`config.mk`:
```
export PLATFORM = sky130hd
export DESIGN_NAME = memory_sequencer
export DESIGN_NICKNAME = d
export VERILOG_FILES = /design/src/rtl/memory_sequencer.sv
export SDC_FILE = /design/constraint.sdc
export NUM_CORES = 1
export LEC_CHECK = 0
export BUFFER_PORTS_ARGS = -buffer_cell sky130_fd_sc_hd__buf_2
export CORE_UTILIZATION = 35
export CTS_BUF_LIST = sky130_fd_sc_hd__clkbuf_8 sky130_fd_sc_hd__clkbuf_16
export CTS_CLUSTER_SIZE = 25
export DETAILED_ROUTE_END_ITERATION = 6
export GPL_ROUTABILITY_DRIVEN = 0
export PLACE_DENSITY = 0.68
export SLEW_MARGIN = 15
export SYNTH_ARGS = -nofsm -noshare
export SYNTH_HDL_FRONTEND = slang
export SYNTH_SLANG_ARGS = --single-unit
```
`constraint.sdc`:
```
create_clock -name clk -period 2 [get_ports clk]
set_input_delay 0.1 -clock clk [delete_from_list [all_inputs] [get_ports clk]]
set_output_delay 0.1 -clock clk [all_outputs]
set_load 0.01 [all_outputs]
```
`src/rtl/memory_sequencer.sv`:
```
// Handshake-driven access sequencer for an 8x8 memory_unit array.
// Writes an incoming byte stream to consecutive addresses and replays it on command.
module memory_sequencer #(
  parameter int unsigned DEPTH = 8,
  parameter int unsigned AW    = 3,
  parameter int unsigned DW    = 8
) (
  input  logic          clk,
  input  logic          rst_n,
  input  logic [DW-1:0] s_data,
  input  logic          s_valid,
  output logic          s_ready,
  input  logic          rd_start,
  input  logic          clr,
  output logic [DW-1:0] m_data,
  output logic          m_valid,
  input  logic          m_ready,
  output logic          rd_done,
  output logic          busy,
  output logic [AW:0]   count,
  output logic [AW-1:0] mem_addr,
  output logic [DW-1:0] mem_din,
  output logic          mem_rw,
  input  logic [DW-1:0] mem_dout
);

  localparam int unsigned CW = AW + 1;
  localparam logic [CW-1:0] DEPTH_C = CW'(DEPTH);

  typedef enum logic [2:0] {IDLE, WR, RD_ADDR, RD_CAP, RD_HOLD} state_t;

  state_t        state;
  logic [AW-1:0] ptr;
  logic          full;
  logic          last;

  assign full    = (count == DEPTH_C);
  // Only ever evaluated during readback, where count >= 1.
  assign last    = ({1'b0, ptr} == (count - CW'(1)));
  assign s_ready = (state == IDLE) && !full && !rd_start;

  always_ff @(posedge clk or negedge rst_n) begin
    if (!rst_n) begin
      state    <= IDLE;
      count    <= '0;
      ptr      <= '0;
      mem_addr <= '0;
      mem_din  <= '0;
      mem_rw   <= 1'b0;
      m_valid  <= 1'b0;
      m_data   <= '0;
      rd_done  <= 1'b0;
      busy     <= 1'b0;
    end else begin
      rd_done <= 1'b0;
      case (state)
        // rd_start beats clr, clr beats an offered write byte
        IDLE: begin
          if (rd_start) begin
            if (count == '0) begin
              rd_done <= 1'b1;
            end else begin
              ptr      <= '0;
              mem_addr <= '0;
              busy     <= 1'b1;
              state    <= RD_ADDR;
            end
          end else if (clr) begin
            count <= '0;
          end else if (s_valid && s_ready) begin
            mem_addr <= count[AW-1:0];
            mem_din  <= s_data;
            mem_rw   <= 1'b1;
            busy     <= 1'b1;
            state    <= WR;
          end
        end
        WR: begin
          mem_rw <= 1'b0;
          count  <= count + CW'(1);
          busy   <= 1'b0;
          state  <= IDLE;
        end
        RD_ADDR: begin
          mem_rw   <= 1'b0;
          mem_addr <= ptr;
          state    <= RD_CAP;
        end
        RD_CAP: begin
          m_data  <= mem_dout;
          m_valid <= 1'b1;
          state   <= RD_HOLD;
        end
        RD_HOLD: begin
          if (m_ready) begin
            m_valid <= 1'b0;
            if (last) begin
              rd_done <= 1'b1;
              busy    <= 1'b0;
              state   <= IDLE;
            end else begin
              ptr      <= ptr + AW'(1);
              mem_addr <= ptr + AW'(1);
              state    <= RD_ADDR;
            end
          end
        end
        default: begin
          busy  <= 1'b0;
          state <= IDLE;
        end
      endcase
    end
  end

endmodule

```
# ---- Word-level counts from Yosys, hierarchy flattened
# Cells that the tools add are included.
dict set report classes {
  n_reduce_logical 22
  bitwise_logic 3
  addsub 3
  muxes 35
  eq_ne 18
}
# cell n
set op_table {}
lappend op_table {{$mux W3} 12}
lappend op_table {{$ne A2 B2 Y1 const B} 8}
lappend op_table {{$mux W1} 12}
lappend op_table {{$pmux W3 S4} 1}
lappend op_table {{$reduce_and A4 Y1} 3}
lappend op_table {{$reduce_and A6 Y1} 2}
lappend op_table {{$pmux W3 S3} 1}
lappend op_table {{$mux W4} 2}
lappend op_table {{$pmux W4 S2} 1}
lappend op_table {{$reduce_bool A2 Y1} 4}
lappend op_table {{$eq A3 B2 Y1 const B} 2}
lappend op_table {{$ne A3 B3 Y1 const B} 2}
lappend op_table {{$pmux W1 S2} 3}
lappend op_table {{$pmux W3 S2} 1}
lappend op_table {{$reduce_and A5 Y1} 1}
lappend op_table {{$add A4 B1 Y4 const B} 1}
lappend op_table {{$eq A3 B4 Y1} 1}
lappend op_table {{$eq A4 B4 Y1 const B} 1}
lappend op_table {{$logic_not A4 Y1} 1}
lappend op_table {{$reduce_or A2 Y1} 2}
lappend op_table {{$sub A4 B1 Y4 const B} 1}
lappend op_table {{$add A3 B1 Y3 const B} 1}
lappend op_table {{$eq A3 B1 Y1 const B} 1}
lappend op_table {{$eq A3 B3 Y1 const B} 1}
lappend op_table {{11 further kinds} 16}
dict set report totals {
  wordCells 91
  register_bits 33
  output_inout_bits 28
  inputBits 22
}

# ---- Logic depth before layout (Yosys ltp)
dict set report logic_depth {
  ltp_word 9
  mapped_depth 8
  ltp_nobuf 7
}

# ---- Worst setup path after synthesis
# Ideal clock, no wire load.
dict set report synth_path {
  path_type {flip-flop to flip-flop}
  startpoint {register count[0]}
  endpoint {register mem_din[0]}
  setup_time_ns 0.125
  arrival_time_ns 1.942
  path_buffers 1
  period_less_slack_ns 2.067
  path_stages_with_launch 8
  setup_slack_ns -0.067
  path_cell_list {dfrtp_1 buf_6 inv_1 ha_1 nor2b_1 a211oi_1 nand2_2 mux2_2}
}
dict set report synth_between {
  elab_chain_len 6
}
# item line_no
set synth_rtl {}
lappend synth_rtl {{from (decl)} 20} ;# output logic [AW:0] count,
lappend synth_rtl {{from (signal assigned)} 80} ;# count <= count + CW'(1);
lappend synth_rtl {{$eq A4 B4 Y1} 37} ;# assign full = (count == DEPTH_C);
lappend synth_rtl {{$logic_not A1 Y1} 40} ;# assign s_ready = (state == IDLE) && !full && !rd_start;
lappend synth_rtl {{$logic_and A1 B1 Y1 (2 in series)} 40}
lappend synth_rtl {{via s_ready} 12} ;# output logic s_ready,
lappend synth_rtl {{$logic_and A1 B1 Y1} 70} ;# end else if (s_valid && s_ready) begin
lappend synth_rtl {{$reduce_and A4 Y1 (no line)} n/a}
lappend synth_rtl {{to (signal assigned)} 72} ;# mem_din <= s_data;
lappend synth_rtl {{to (decl)} 22} ;# output logic [DW-1:0] mem_din,
# The timed path passes the listed nets, and every way through them passes these cells.
# A chain may end at the register's enable or synchronous reset.

# ---- Worst setup path after layout
dict set report layout_path {
  startpoint {register count[0]}
  endpoint {register mem_addr[2]}
}
dict set report layout_between {
  elab_chain_len 7
  word_cells_on_any_way 12
}
# item line_no
set layout_rtl {}
lappend layout_rtl {{branches (longest 6 deep; another with $sub A4 B1 Y4)} n/a}
lappend layout_rtl {{$reduce_and A6 Y1 (no line) (*)} n/a}
lappend layout_rtl {{to (signal assigned)} 71} ;# mem_addr <= count[AW-1:0];
lappend layout_rtl {{to (signal assigned)} 86} ;# mem_addr <= ptr;
lappend layout_rtl {{to (signal assigned)} 103} ;# mem_addr <= ptr + AW'(1);
lappend layout_rtl {{to (decl)} 21} ;# output logic [AW-1:0] mem_addr,
# Every way passes the cells marked *.

==> results_dict.tcl <==
set metrics [dict create \
    status "complete, no violations" \
    maxSlewViolCount 0 \
    htreeDepth 2 \
    hp-class "input pin to flop" \
    die_w_um 71.9 \
    drt-vias-per-instance 4.91 \
    die_area_um2 5160 \
    synthesis.nets 183 \
    fillers 456 \
    endpoint_kind "flop" \
    yosys-top-cells-area "dfrtp_1 48%, mux2_2 11%, ha_1 2.9%" \
    place_inst 277 \
    vias 1408 \
    gr-usage-all-layers 0.155 \
    worst_pin_slew_ns 0.721 \
    core-area_um2 4720 \
    ys_seq_area_frac 0.484 \
    core.rowCount 25 \
    cts_buffer_depth 2 \
    grt_pass1_wl_um 6160 \
    syn_to_final_growth_pct 30.3 \
    stdcell_count 287 \
    synthArstFlopShare 1.00 \
    wl_per_cell_um 12.3 \
    clockRootBuffer "clkbuf_8" \
    arrival_ns 2.11 \
    synth_top_area_frac 0.484 \
    seq_power_share 0.337 \
    fin_util 0.471 \
    clk-insertion-delay-late_ns 0.28 \
    drt_iter0_drc 106 \
    clkPwrFrac 0.134 \
    finalSetupViolations 0 \
    min_period_over_period 0.975 \
    p_total_mw 3.58 \
    hold_violations 0 \
    syn_inst 157 \
    start_util 0.362 \
    synth_enable_flop_cells 0 \
    layout-drive-gt1-share 0.459 \
    path_class "flop to flop" \
    fin_area_um2 2220 \
    numCtsBuffers 5 \
    cap_violations 0 \
    cts_tree "done" \
    dr.pass1.iters 6 \
    crit_path_start_kind "flop" \
    io_pins 50 \
    path_max_fanout 8 \
    switching_share 0.397 \
    ys_warn_count 0 \
    synth_top_cell_by_area "dfrtp_1" \
    crit_start "count[0]$_DFFE_PN0P_" \
    p_comb_frac 0.529 \
    grt_max_degree 34 \
    syn_area_um2 1710 \
    yosysMostFrequentCell "dfrtp_1" \
    antenna_found_initial 0 \
    wirelength_um 3530 \
    p_per_area_nw_per_um2 1610 \
    antenna_left 0 \
    switchingPower_mw 1.42 \
    power.leakage_nw 1.06 \
    place_area_um2 2110 \
    drcViolationCount 0 \
    grt.overflow.total 0 \
    fmax_ghz 0.513 \
    clkTransAtPathRegs_ns 0.07 \
    synth_ff_type "dfrtp_1" \
    die_y_um 71.9 \
    grt_setup_unrepaired "true" \
    syn_avg_cell_area_um2 10.9 \
    synth-seq-cells 33 \
    maxSlewHeadroom 0.520 \
    antenna_cells 0 \
    r2r-start "count[0]$_DFFE_PN0P_" \
    p_int_mw 2.16 \
    grt_pass1_vias 1342 \
    holdWs_ns 0.0443 \
    synthDistinctLibCells 44 \
    place_hpwl_um 2590 \
    synth_common_cells "33 x dfrtp_1, 16 x mux2_2, 13 x nand2_1" \
    layout.nets 245 \
    skew_ns 0.00376 \
    hp-start "mem_dout[7]" \
    ir_drop_mv 0.605 \
    numClockSinks 33 \
    crit_required_ns 2.16 \
    finalCriticalPeriod_ns 1.95 \
    io_buffers 49 \
]
-- layout by cell type, fill, tap and decap left out, drive strengths merged, types with 2 or more instances in the layout --
cell type | synthesis | routed
nand2 | 14 | 14
xnor2 | 4 | 4
o21ai | 9 | 9
o211ai | 2 | 2
mux2 | 19 | 19
buf | 3 | 60
xor2 | 2 | 2
dfrtp | 33 | 33
nand3 | 6 | 6
a211oi | 2 | 2
inv | 6 | 7
nor2 | 6 | 6
or2 | 2 | 2
a21oi | 6 | 6
nor3 | 4 | 4
clkinv | 0 | 2
clkbuf | 3 | 5
a22o | 2 | 2
mux2i | 3 | 3
nand2b | 2 | 2
nor4 | 2 | 2
ha | 4 | 4
nor2b | 7 | 7
-- worst paths after layout --
check,to,slack (ns),cells past startpoint
setup / recovery,mem_addr[2]$_DFFE_PN0P_,0.05,6
hold / removal,m_data[7]$_DFFE_PN0P_,0.04,2
setup reg to reg,mem_addr[2]$_DFFE_PN0P_,0.05,6
hold reg to reg,m_valid$_DFFE_PN0P_,0.47,2
max in group asynchronous,state[1]$_DFFE_PN0P_,1.09,2
min in group asynchronous,count[2]$_DFFE_PN0P_,0.40,2
-- power by group through the flow --
stage                     clock network [mW]  logic, mW  registers [mW]
after floorplan                            0       1.15            1.31
after global placement                     0       1.83            1.20
after detailed placement                   0       1.85            1.21
after CTS                              0.498       1.86            1.20
after global routing                   0.519       2.13            1.25
final                                  0.478       1.89            1.21
-- final cells by class --
type / instances / area, um^2 / share of cell area
multi-input cells: 112 / 867 / 0.390
flip-flops and latches: 33 / 827 / 0.372
repair buffers: 61 / 342 / 0.154
well taps: 67 / 83.8 / 0.0377
clock buffers: 5 / 68.8 / 0.0309
inverters: 6 / 22.5 / 0.0101
clock inverters: 3 / 13.8 / 0.00619
-- registers in the layout (all words and copies together) (netlist names) --
| register | cells |
|---|---|
| m_valid | 1 |
| ptr | 3 |
| mem_din | 8 |
| state | 3 |
| count | 4 |
| mem_rw | 1 |
| rd_done | 1 |
| m_data | 8 |
| busy | 1 |
| mem_addr | 3 |
-- timing repair --
| action | 4_1_cts | 5_1_grt |
|---|---|---|
| resized for setup | 0 | 6 |
| setup buffers | 0 | 1 |
| hold endpoints to repair | 33 | 0 |
| hold buffers | 1 | 0 |
| setup endpoints to repair | 0 | 5 |
-- layer usage --
metal / GRT usage / wire [um]
met5: 0 / 0
met4: 0.0523 / 37
met3: 0.0394 / 180
met2: 0.230 / 1570
met1: 0.220 / 1740
-- critical path, cell delays in order (launching register included) --
cell     delay [ns]
dfrtp_1        0.40
buf_6          0.14
o21a_1         0.17
o31a_1         0.30
nor4_4         0.31
a21oi_2        0.15
mux2_1         0.34
-- cells by family (layout without fill, tap and decap cells) --
group,Yosys count,in the layout,share of synthesized area
and+or+nand+nor,49,49,0.158
DFF,33,33,0.484
AOI/OAI and AO/OA,31,31,0.123
muxes,22,22,0.143
buffers and inverters,12,75,0.0322
xor gates and xnor gates,6,6,0.0308
adders and majority gates,4,4,0.0293
-- stage by stage --
stage                     worst slack [ns]  setup TNS [ns]
final                               0.0502               0
after global routing               -0.0445         -0.0895
after CTS                           0.0110               0
after detailed placement            0.0333               0
after global placement              0.0849               0
after floorplan                    0.00880               0
Power figures use the tool's default switching activity.
